### config.mk
export PLATFORM = sky130hd
export DESIGN_NAME = uart_tx_engine
export DESIGN_NICKNAME = d
export VERILOG_FILES = /design/src/rtl/uart_tx_engine.sv
export SDC_FILE = /design/constraint.sdc
export NUM_CORES = 1
export LEC_CHECK = 0
export CORE_MARGIN = 3
export CORE_UTILIZATION = 39
export DETAILED_ROUTE_END_ITERATION = 10
export PLACE_DENSITY_LB_ADDON = 0.2
export SYNTH_ARGS = -nofsm -noshare
export SYNTH_HDL_FRONTEND = slang
export SYNTH_SLANG_ARGS = --single-unit
### constraint.sdc
create_clock -name clk -period 1.6 [get_ports clk]
set_input_delay 0.32 -clock clk [delete_from_list [all_inputs] [get_ports clk]]
set_output_delay 0.32 -clock clk [all_outputs]
set_load 0.02 [all_outputs]
### src/rtl/uart_tx_engine.sv
// uart_tx_engine: UART transmitter with one-entry holding buffer,
// LSB-first shift register, parity generator and 1/2 stop bits.
module uart_tx_engine #(
    parameter int DATA_WIDTH = 8,
    parameter int CNT_W      = $clog2(DATA_WIDTH)
) (
    input  logic                  clk,
    input  logic                  rst_n,
    input  logic                  baud_tick,
    input  logic                  tx_start,
    input  logic [DATA_WIDTH-1:0] tx_data,
    input  logic [1:0]            parity_mode,
    input  logic                  stop2,
    output logic                  txd,
    output logic                  tx_ready,
    output logic                  tx_busy,
    output logic                  tx_done,
    output logic                  tx_drop
);

    typedef enum logic [2:0] {
        IDLE   = 3'd0,
        START  = 3'd1,
        DATA   = 3'd2,
        PARITY = 3'd3,
        STOP   = 3'd4
    } state_t;

    localparam logic [CNT_W-1:0] LAST = CNT_W'(DATA_WIDTH - 1);

    state_t                state;
    logic [DATA_WIDTH-1:0] buf_q;
    logic [DATA_WIDTH-1:0] shreg;
    logic                  buf_valid;
    logic [CNT_W-1:0]      bit_cnt;
    logic                  stop_cnt;
    logic                  par_bit;
    logic                  par_en_q;
    logic                  stop2_q;

    logic                  accept;
    logic                  last_bit;
    logic                  frame_end;
    logic                  load;
    logic                  par_en_in;
    logic                  par_in;

    assign tx_ready = !buf_valid;

    // Frame-level decisions derived from the current state and buffer.
    always_comb begin
        accept    = tx_start && !buf_valid;
        last_bit  = (bit_cnt == LAST);
        frame_end = (state == STOP) && !(stop2_q && !stop_cnt);
        load      = baud_tick && buf_valid &&
                    ((state == IDLE) || frame_end);
        par_en_in = (parity_mode == 2'b01) || (parity_mode == 2'b10);
        par_in    = (parity_mode == 2'b10) ? ~^buf_q : ^buf_q;
    end

    // Holding buffer: filled on accept, emptied when a frame loads it.
    always_ff @(posedge clk) begin
        if (!rst_n) begin
            buf_valid <= 1'b0;
            buf_q     <= '0;
        end else if (load) begin
            buf_valid <= 1'b0;
        end else if (accept) begin
            buf_q     <= tx_data;
            buf_valid <= 1'b1;
        end
    end

    // Flag writes that arrive while the buffer still holds a word.
    always_ff @(posedge clk) begin
        if (!rst_n) begin
            tx_drop <= 1'b0;
        end else begin
            tx_drop <= tx_start && buf_valid;
        end
    end

    // Transmit FSM: one bit per baud tick, txd and flags registered.
    always_ff @(posedge clk) begin
        if (!rst_n) begin
            state    <= IDLE;
            txd      <= 1'b1;
            tx_busy  <= 1'b0;
            tx_done  <= 1'b0;
            shreg    <= '0;
            bit_cnt  <= '0;
            stop_cnt <= 1'b0;
            par_bit  <= 1'b0;
            par_en_q <= 1'b0;
            stop2_q  <= 1'b0;
        end else begin
            tx_done <= 1'b0;
            unique case (state)
                IDLE: begin
                    txd <= 1'b1;
                    if (load) begin
                        state    <= START;
                        txd      <= 1'b0;
                        tx_busy  <= 1'b1;
                        shreg    <= buf_q;
                        par_en_q <= par_en_in;
                        stop2_q  <= stop2;
                        par_bit  <= par_in;
                    end
                end
                START: begin
                    if (baud_tick) begin
                        state   <= DATA;
                        txd     <= shreg[0];
                        bit_cnt <= '0;
                    end
                end
                DATA: begin
                    if (baud_tick) begin
                        if (!last_bit) begin
                            shreg   <= shreg >> 1;
                            txd     <= shreg[1];
                            bit_cnt <= bit_cnt + CNT_W'(1);
                        end else if (par_en_q) begin
                            state <= PARITY;
                            txd   <= par_bit;
                        end else begin
                            state    <= STOP;
                            txd      <= 1'b1;
                            stop_cnt <= 1'b0;
                        end
                    end
                end
                PARITY: begin
                    if (baud_tick) begin
                        state    <= STOP;
                        txd      <= 1'b1;
                        stop_cnt <= 1'b0;
                    end
                end
                STOP: begin
                    if (baud_tick) begin
                        if (!frame_end) begin
                            stop_cnt <= 1'b1;
                        end else begin
                            tx_done <= 1'b1;
                            if (buf_valid) begin
                                state    <= START;
                                txd      <= 1'b0;
                                shreg    <= buf_q;
                                par_en_q <= par_en_in;
                                stop2_q  <= stop2;
                                par_bit  <= par_in;
                            end else begin
                                state   <= IDLE;
                                txd     <= 1'b1;
                                tx_busy <= 1'b0;
                            end
                        end
                    end
                end
                default: begin
                    state   <= IDLE;
                    txd     <= 1'b1;
                    tx_busy <= 1'b0;
                end
            endcase
        end
    end

endmodule

==> results of run 1 <==
-- per-layer routing --
layer,vias up,GRT usage,wire length (um)
met1,577,0.191,1580
met4,0,0.0383,17
li1,649,-,-
met2,39,0.210,1480
met5,-,0,0
met3,2,0.0489,198
-- critical path: stages, from the launching register on --
cell	delay [ns]
dfxtp_2	0.34
ha_4	0.16
ha_4	0.16
nor2_4	0.11
a21oi_2	0.06
or3b_4	0.39
or3_4	0.34
a21boi_2	0.11
-- layout make-up --
class | count | share of cell area
multi-input combinational | 123 | 0.458
sequential | 31 | 0.295
timing repair buffer | 39 | 0.173
clock buffer | 7 | 0.0359
tap | 48 | 0.0283
inverter | 4 | 0.00707
clock inverter | 1 | 0.00236
-- cells in the mapped netlist (all sizes together) (3+ instances only) --
cell type	instances
a21boi	3
a21oi	3
a31oi	4
buf	6
clkbuf	5
dfxtp	31
ha	3
inv	4
mux2	7
mux2i	17
nand2	6
nor2	13
nor2b	26
o21ai	8
xnor2	5
-- registers in the layout, indices dropped and copies added (netlist names) --
name       flops
tx_done        1
par_en_q       1
tx_busy        1
par_bit        1
stop_cnt       1
tx_drop        1
shreg          8
bit_cnt        3
buf_q          8
stop2_q        1
txd            1
buf_valid      1
state          3
-- metrics by stage --
step           TNS, ns  hold slack (ns)  setup WS, ns  power, mW   util
2_1_floorplan   -0.132            0.450       -0.0899       1.04      -
3_3_place_gp     -1.07            0.460        -0.353       1.13  0.510
3_5_place_dp     -1.34            0.472        -0.375       1.14  0.510
4_1_cts         -0.210            0.479        -0.136       1.73  0.547
5_1_grt         -0.446            0.497        -0.205       1.81  0.555
6_report        -0.198            0.481        -0.133       1.71  0.555
-- logic make-up (layout without fill, tap and decap cells) --
group                    Yosys count  after routing  share of synthesized area
AND/OR/NAND/NOR                   62             62                      0.222
AO/OA/AOI/OAI                     27             27                      0.119
XOR/XNOR                           7              7                     0.0464
buffers and inverters             15             51                     0.0511
multiplexers                      24             24                      0.154
adder cells (fa/ha/maj)            3              3                     0.0232
flip-flops                        31             31                      0.384
-- report_power, final --
group	total [mW]	switching, mW	internal (mW)
registers	0.833	0.0280	0.805
clock network	0.572	0.267	0.304
logic	0.303	0.123	0.180
total	1.71	0.418	1.29
-- repair_timing --
| item | 4_1_cts | 5_1_grt |
|---|---|---|
| pin swaps | 4 | 4 |
| hold buffers | 0 | 0 |
| resized for setup | 9 | 12 |
| hold endpoints to repair | 0 | 0 |
| setup endpoints to repair | 11 | 18 |
| buffers inserted | 3 | 0 |
-- path summary, 6_finish.rpt --
kind                 to  cells after the start
max          bit_cnt[0]                      7
max reg2reg  bit_cnt[0]                      7
min          bit_cnt[1]                      2
min reg2reg  bit_cnt[1]                      2
==> run metrics, run 1 <==
outcome=complete, but fails checks; failing checks=setup timing; initial antenna violation count=0; # rows=22; Post-DP HPWL=2350 um; CTS clk-pin slew, worst paths=approximately 0.060 ns; nets=roughly 220; ANT nets after route=0; Yosys warnings=0; Final Cycle Share=1.08; Core ar.=between 0.003 and 0.004 mm^2; Post-Syn Area per Cell=between 9 and 10 um^2; r2r setup slk=-0.13 ns; FF-to-FF Start=bit_cnt[0]; first-pass GRT wire length=between 5000 and 6000 um; Residual DRC=0; Post-Syn Area=about 0.0016 mm^2; GP Congestion=around 0.76; GRT Overall Usage=0.140; Worst-Skew Late Latency=between 0.2 and 0.3 ns; non-filler cells, final=253; Initial Util=0.422; initial detailed-routing violation count=71; CP arrival=slightly below 2 ns; ant diodes=0; min-delay src=bit_cnt[1]; Ports=20; vias in the first global route=approximately 1200; syn_nets=approximately 190; Worst Path Max Fanout=5; Slew Limit Fails=0; number of library cell types mapped by synthesis=41; leading area contributor after synthesis=dfxtp_1; Most used DFF post-synth=dfxtp_1; Horiz. Die Dim=between 70 and 80 um; CTS root buf=clkbuf_8; # setup viols final=3; Fmax=roughly 0.58 GHz; Async SR Flop Fraction=0; Num CTS Buffers=5; leakage power=~0.9 nW; final instance area=roughly 0.0021 mm^2; DRT Wirelength=roughly 3300 um; final hold vios=0; post-synthesis register bit count=31; Pre-Repair DR Iteration Count=4; Hold WC Path Type=flip-flop to flip-flop; number of instances in the placed design=about 240; post-layout minimum cycle time=roughly 1.7 ns; layout cells sized above 1=0.254; P&R area growth vs syn=31.3%; via total after detailed routing=1267; critical path startpoint=bit_cnt[0]; clk_skew=~0.0024 ns; power density over the cells=between 800 and 900 mW/mm^2; Final WS setup=-0.133 ns; Vias/cell=roughly 5; slew margin rel.=0.845; maximum capacitance violations=0; Synth Instances=about 170; CTS sink cnt=31; Setup crit end kind=flip-flop; worst-margin pin slew=between 0.2 and 0.25 ns; Port Buffer Count=19; ranking of synthesized cells by area=dfxtp_1 38%, mux2i_1 11%, nor2b_1 9.7%; DIE AREA=approximately 0.0050 mm^2; Reg area=626 um^2; grt ovf=0; Synth top area share=0.384; Req. time, crit path=roughly 1.8 ns; commonest non-fill, non-tap cell in the layout=dfxtp_1; number of enable flip-flop cells after synthesis=0; CTS tree=built; placed cell areas=0.00195 mm^2; Worst setup SP type=flip-flop; number of fillers in the final layout=320; CP Class=flip-flop to flip-flop; Peak VDD IR=approximately 0.44 mV; RSZ-0062 raised after global routing=yes; wire per inst=13.0 um; H-tree depth=2; largest net degree at the start of global routing=21; buffer depth of the longest clock path=2; area of the multi-input gates=~970 um^2; DIE HEIGHT=approximately 70 um; most frequent cells in the layout=27 x dfxtp_1, 25 x nor2b_1, 17 x mux2i_1, 17 x buf_4, 16 x clkdlybuf4s50_1; post-synthesis sequential area ratio=0.384
No activity file was read; power rests on OpenSTA's default activity.
==> run 2, diff against run 1 <==
- CORE_UTILIZATION: 39 -> 49
- GPL_TIMING_DRIVEN: default -> 0
==> run 2 against run 1 <==
Effect of this change:
- the flow still finishes with violations (setup timing)
- maximum frequency fell by 1.9%
- sequential share of layout area rose by 0.62 points
- via count rose by 2.3%
- sequential power barely moved
- largest power group unchanged
- cell count fell by 4.0%
- worst setup slack got worse by 0.033 ns
- clock power rose by 14%
- highest routed layer unchanged
- first-iteration DRC count fell by 5.6%
- cell area fell by 2.1%
- non-clock buffer count fell by 6
- utilization rose by 12 points
- die area fell by 19%
==> run metrics, run 2 (same netlist as run 1, synthesis figures left out) <==
CTS tree=built (unchanged); RSZ-0062 raised after global routing=yes (unchanged); worst-margin pin slew=0.409 ns (was 0.230 ns); CTS sink cnt=31 (unchanged); layout cells sized above 1=0.226 (was 0.254); nets=216 (was 222); post-layout minimum cycle time=1.77 ns (was 1.73 ns); Worst Path Max Fanout=6 (was 5); Setup crit end kind=flip-flop (unchanged); via total after detailed routing=1296 (was 1267); most used cell along the critical path=ha_4 (unchanged); Hold WC Path Type=flip-flop to flip-flop (unchanged); Num CTS Buffers=5 (unchanged); grt ovf=0 (unchanged); slew margin rel.=0.727 (was 0.845); Worst-Skew Late Latency=0.34 ns (was 0.27 ns); largest net degree at the start of global routing=11 (was 21); ANT nets after route=0 (unchanged); Placement Setup Slack=-0.492 ns (was -0.375 ns); Residual DRC=0 (unchanged); DIE HEIGHT=63.4 um (was 70.4 um); Vias/cell=5.33 (was 5.01); placed cell areas=0.00188 mm^2 (was 0.00195 mm^2); ant diodes=0 (unchanged); Worst setup SP type=flip-flop (unchanged); top flop regs=buf_q x8, shreg x8 (unchanged); CP Class=flip-flop to flip-flop (unchanged); Pre-Repair DR Iteration Count=4 (unchanged); # setup viols final=4 (was 3); GP Congestion=0.885 (was 0.763); wire per inst=14.1 um (was 13.0 um); Core ar.=0.00310 mm^2 (was 0.00383 mm^2); failing checks=setup timing (unchanged); Reg area=626 um^2 (unchanged); # rows=20 (was 22); CP arrival=2.04 ns (was 1.94 ns); Final Cycle Share=1.10 (was 1.08); Horiz. Die Dim=63.4 um (was 70.4 um); GRT Overall Usage=0.182 (was 0.140); clk_skew=0.00613 ns (was 0.00240 ns); most frequent cells in the layout=27 x dfxtp_1, 25 x nor2b_1, 17 x mux2i_1 (was 27 x dfxtp_1, 25 x nor2b_1, 17 x mux2i_1, 17 x buf_4, 16 x clkdlybuf4s50_1); number of fillers in the final layout=277 (was 320); Final WS setup=-0.166 ns (was -0.133 ns); Post-DP HPWL=2370 um (was 2350 um); CP cell instances=ha_4 > ha_4 > nor2_4 > a21oi_1 > or3b_4 > or3_1 > a21boi_1 (was ha_4 > ha_4 > nor2_4 > a21oi_2 > or3b_4 > or3_4 > a21boi_2); area of the multi-input gates=987 um^2 (was 973 um^2); Worst path max stage delay=0.40 ns (was 0.39 ns); outcome=complete, but fails checks (unchanged); CTS root buf=clkbuf_4 (was clkbuf_8); Peak VDD IR=0.461 mV (was 0.441 mV); maximum capacitance violations=0 (unchanged); crit path max-delay cell type=or3b_4 (unchanged); DRT Wirelength=3420 um (was 3280 um); Req. time, crit path=1.87 ns (was 1.81 ns); final instance area=0.00208 mm^2 (was 0.00212 mm^2); power density over the cells=855 mW/mm^2 (was 804 mW/mm^2); Ports=20 (unchanged); buffer depth of the longest clock path=2 (unchanged); first-pass GRT wire length=5690 um (was 5590 um); Fmax=0.566 GHz (was 0.577 GHz); leakage power=0.884 nW (was 0.901 nW); initial antenna violation count=0 (unchanged); Slew Limit Fails=0 (unchanged); DIE AREA=0.00402 mm^2 (was 0.00495 mm^2); initial detailed-routing violation count=67 (was 71); Port Buffer Count=19 (unchanged); P&R area growth vs syn=28.6% (was 31.3%); CTS clk-pin slew, worst paths=0.10 ns (was 0.06 ns); final hold vios=0 (unchanged); Initial Util=0.521 (was 0.422); commonest non-fill, non-tap cell in the layout=dfxtp_1 (unchanged); vias in the first global route=1254 (was 1195); H-tree depth=2 (unchanged)
-- run 2: changes by cell type in the layout (fill, tap and decap cells not counted), moves of 2 or more --
cell,delta
o21ai_0,-2
clkbuf_4,+5
clkbuf_8,-4
clkdlybuf4s50_1,-2
o21ai_2,+2
a31oi_1,-2
buf_4,-13
buf_2,+2
dlygate4sd2_1,+3
-- run 2: final cells by class --
type / instances / area share
Clock buffer: 6 / 0.0247
Buffer: 10 / 0.0343
Clock inverter: 2 / 0.0168
Inverter: 4 / 0.00722
Sequential cell: 31 / 0.301
Tap cell: 44 / 0.0265
Timing Repair Buffer: 23 / 0.115
Multi-Input combinational cell: 123 / 0.475
-- run 2: worst max-delay path, delay by kind of cell (launching register included) --
family          cells  cell delay, ns
compound gates      2            0.21
fa+ha+maj           2            0.32
flops               1            0.35
simple gates        3            0.82
-- run 2: repair_timing --
item                                    4_1_cts  5_1_grt
cloned                                        0        1
hold buffers                                  0        0
pin swaps                                     5        6
buffers inserted                              3        1
endpoints found under the setup margin       13       20
gates resized for setup                      14       14
-- run 2: per-stage QoR --
| stage | utilization | hold slack (ns) | std cells | power [mW] | TNS [ns] |
|---|---|---|---|---|---|
| global placement | 0.606 | 0.460 | 232 | 1.12 | -1.91 |
| finish | 0.670 | 0.486 | 243 | 1.78 | -0.267 |
| global route | 0.670 | 0.515 | 243 | 1.86 | -0.843 |
| CTS | 0.650 | 0.506 | 242 | 1.77 | -0.369 |
| detailed placement | 0.606 | 0.467 | 232 | 1.13 | -2.42 |
| floorplan | - | 0.450 | 169 | 1.04 | -0.132 |
-- run 2: power breakdown --
| group | switching [mW] | internal, mW |
|---|---|---|
| sequential | 0.0307 | 0.804 |
| clock | 0.285 | 0.369 |
| combinational | 0.129 | 0.161 |
| total | 0.444 | 1.33 |
-- run 2: metal layers --
layer	vias to the layer above	part of all wire	track usage
met2	38	0.47	0.280
met1	614	0.44	0.222
li1	638	-	-
met5	-	0	0
met3	6	0.076	0.0766
met4	0	0.014	0.0782
-- run 2: worst paths after layout --
kind	to	cells past startpoint	slack, ns	start
worst max-delay path	bit_cnt[0]	7	-0.17	bit_cnt[1]
worst min register to register	bit_cnt[1]	2	0.49	bit_cnt[1]
worst min-delay path	bit_cnt[1]	2	0.49	bit_cnt[1]
worst max register to register	bit_cnt[0]	7	-0.17	bit_cnt[1]
==> run 3, diff against run 2 <==
- SETUP_SLACK_MARGIN: default -> 0.3
==> run 3 against run 2 <==
Effect of this change:
- the run still ends with setup timing left
- clock skew increased by 0.0028 ns
- register-to-register slack gained 0.04 ns
- sequential share of layout area down 3.1 points
- count of clock-buffer cells in the layout increased by 1
- global-route usage grew 2.1 points
- wire length grew 23%
- cell count increased by 8.2%
- via count grew 8.6%
- die area unchanged
- flip-flop and latch count did not move
- critical path type unchanged
- largest cell class unchanged
- largest power group unchanged
- highest routed layer unchanged
==> run metrics, run 3 (same netlist as run 1, synthesis figures left out) <==
ant diodes=0 (unchanged); # setup viols final=13 (was 4); Residual DRC=0 (unchanged); DIE AREA=0.00402 mm^2 (unchanged); Fmax=0.580 GHz (was 0.566 GHz); H-tree depth=2 (unchanged); ANT nets after route=0 (unchanged); largest net degree at the start of global routing=11 (unchanged); number of instances in the placed design=232 (unchanged); CP arrival=2.01 ns (was 2.04 ns); Initial Util=0.521 (unchanged); Worst path max stage delay=0.38 ns (was 0.40 ns); Setup crit end kind=flip-flop (unchanged); CP cell instances=ha_4 > ha_4 > nor2_4 > a21oi_2 > or3b_4 > or3_1 > a21boi_1 (was ha_4 > ha_4 > nor2_4 > a21oi_1 > or3b_4 > or3_1 > a21boi_1); CTS sink cnt=31 (unchanged); nets=236 (was 216); Core ar.=0.00310 mm^2 (unchanged); Pre-Repair DR Iteration Count=5 (was 4); wire per inst=16.0 um (was 14.1 um); final hold vios=0 (unchanged); final instance area=0.00234 mm^2 (was 0.00208 mm^2); Num CTS Buffers=5 (unchanged); CTS clk-pin slew, worst paths=0.10 ns (about the same); DRT Wirelength=4200 um (was 3420 um); CP Class=flip-flop to flip-flop (unchanged); non-filler cells, final=263 (was 243); Critical path buffers and inverters=0 (unchanged); CP top delay family=simple AND/OR/NAND/NOR gates (unchanged); outcome=complete, but fails checks (unchanged); Vias/cell=5.35 (was 5.33); CTS tree=built (unchanged); RSZ-0062 raised after global routing=yes (unchanged); commonest non-fill, non-tap cell in the layout=nor2b_1 (was dfxtp_1); crit path max-delay cell type=or3b_4 (unchanged); maximum capacitance violations=0 (unchanged); Final WS setup=-0.125 ns (was -0.166 ns); leakage power=0.968 nW (was 0.884 nW); vias in the first global route=1336 (was 1254); most used cell along the critical path=ha_4 (unchanged); most frequent cells in the layout=24 x nor2b_1, 23 x dfxtp_1, 17 x mux2i_1 (was 27 x dfxtp_1, 25 x nor2b_1, 17 x mux2i_1); worst-margin pin slew=0.435 ns (was 0.409 ns); placed cell areas=0.00189 mm^2 (was 0.00188 mm^2); P&R area growth vs syn=44.7% (was 28.6%); initial antenna violation count=0 (unchanged); initial detailed-routing violation count=75 (was 67); Worst setup SP type=flip-flop (unchanged); CTS root buf=clkbuf_4 (unchanged); GRT Overall Usage=0.203 (was 0.182); Slew Limit Fails=0 (unchanged); Final Cycle Share=1.08 (was 1.10); DIE HEIGHT=63.4 um (unchanged); Worst Path Max Fanout=3 (was 6); slew margin rel.=0.710 (was 0.727); # rows=20 (unchanged); clk_skew=0.00889 ns (was 0.00613 ns); hold slack=0.479 ns (was 0.486 ns); Ports=20 (unchanged); Post-DP HPWL=2350 um (was 2370 um); Port Buffer Count=19 (unchanged); Hold WC Path Type=flip-flop to flip-flop (unchanged); post-layout minimum cycle time=1.73 ns (was 1.77 ns); layout cells sized above 1=0.388 (was 0.226); via total after detailed routing=1408 (was 1296); Placement Setup Slack=-0.398 ns (was -0.492 ns); Req. time, crit path=1.89 ns (was 1.87 ns); grt ovf=0 (unchanged); Worst-Skew Late Latency=0.36 ns (was 0.34 ns); top flop regs=buf_q x8, shreg x8 (unchanged); Peak VDD IR=0.523 mV (was 0.461 mV); first-pass GRT wire length=6330 um (was 5690 um); failing checks=setup timing (unchanged); power density over the cells=715 mW/mm^2 (was 855 mW/mm^2); final core occ=0.754 (was 0.670); GP Congestion=0.885 (about the same); number of fillers in the final layout=225 (was 277); Horiz. Die Dim=63.4 um (unchanged); buffer depth of the longest clock path=2 (unchanged)
-- run 3: cell types whose count changed in the layout (fill, tap and decap cells not counted), sizes merged --
cell,delta
buf,+23
clkbuf,+3
dlygate4sd2,-3
clkdlybuf4s15,+2
clkdlybuf4s50,-2
dlymetal6s2s,-2
bufinv,-1
-- run 3: cell type report --
| type | count | area, um^2 | share of cell area |
|---|---|---|---|
| inverters | 4 | 15.0 | 0.00642 |
| plain buffers | 11 | 98.8 | 0.0423 |
| clock buffers | 7 | 45.0 | 0.0193 |
| repair buffers | 42 | 418 | 0.179 |
| flip-flops and latches | 31 | 631 | 0.270 |
| clock inverters | 1 | 5.00 | 0.00214 |
| multi-input cells | 123 | 1070 | 0.458 |
| well taps | 44 | 55.1 | 0.0235 |
-- run 3: tightest hold or removal path: cells and delay by family (launching register included) --
| family | cells | cell delay [ns] |
|---|---|---|
| DFF | 1 | 0.35 |
| and+or+nand+nor | 1 | 0.05 |
| AOI/OAI and AO/OA | 1 | 0.05 |
-- run 3: path summary, 6_finish.rpt --
path / startpoint / to / slack [ns] / cells after the start
max: bit_cnt[1] / bit_cnt[0] / -0.13 / 7
min: bit_cnt[1] / bit_cnt[1] / 0.48 / 2
max reg2reg: bit_cnt[1] / bit_cnt[0] / -0.13 / 7
min reg2reg: bit_cnt[1] / bit_cnt[1] / 0.48 / 2
-- run 3: what timing repair did --
item,in CTS,in global routing
pin swaps,17,12
gates cloned,1,0
resized for setup,59,23
hold buffers,0,0
buffers inserted,17,5
endpoints found under the setup margin,25,28
-- run 3: metal layers --
metal | vias to the layer above | global-route usage | part of all wire
met5 | - | 0 | 0
met1 | 661 | 0.260 | 0.42
li1 | 688 | - | -
met3 | 9 | 0.0660 | 0.057
met2 | 50 | 0.313 | 0.50
met4 | 0 | 0.0863 | 0.024
-- run 3: report_power, final --
group | internal (mW) | switching (mW) | leakage, nW
logic | 0.214 | 0.159 | 0.682
registers | 0.805 | 0.0320 | 0.256
clock network | 0.171 | 0.291 | 0.0293
total | 1.19 | 0.482 | 0.968
-- run 3: per-stage QoR --
step	setup TNS [ns]	total power [mW]
CTS	-0.612	1.62
global route	-1.50	1.75
finish	-0.576	1.67
detailed placement	-1.66	1.13
global placement	-1.40	1.12
floorplan	-0.0760	1.04
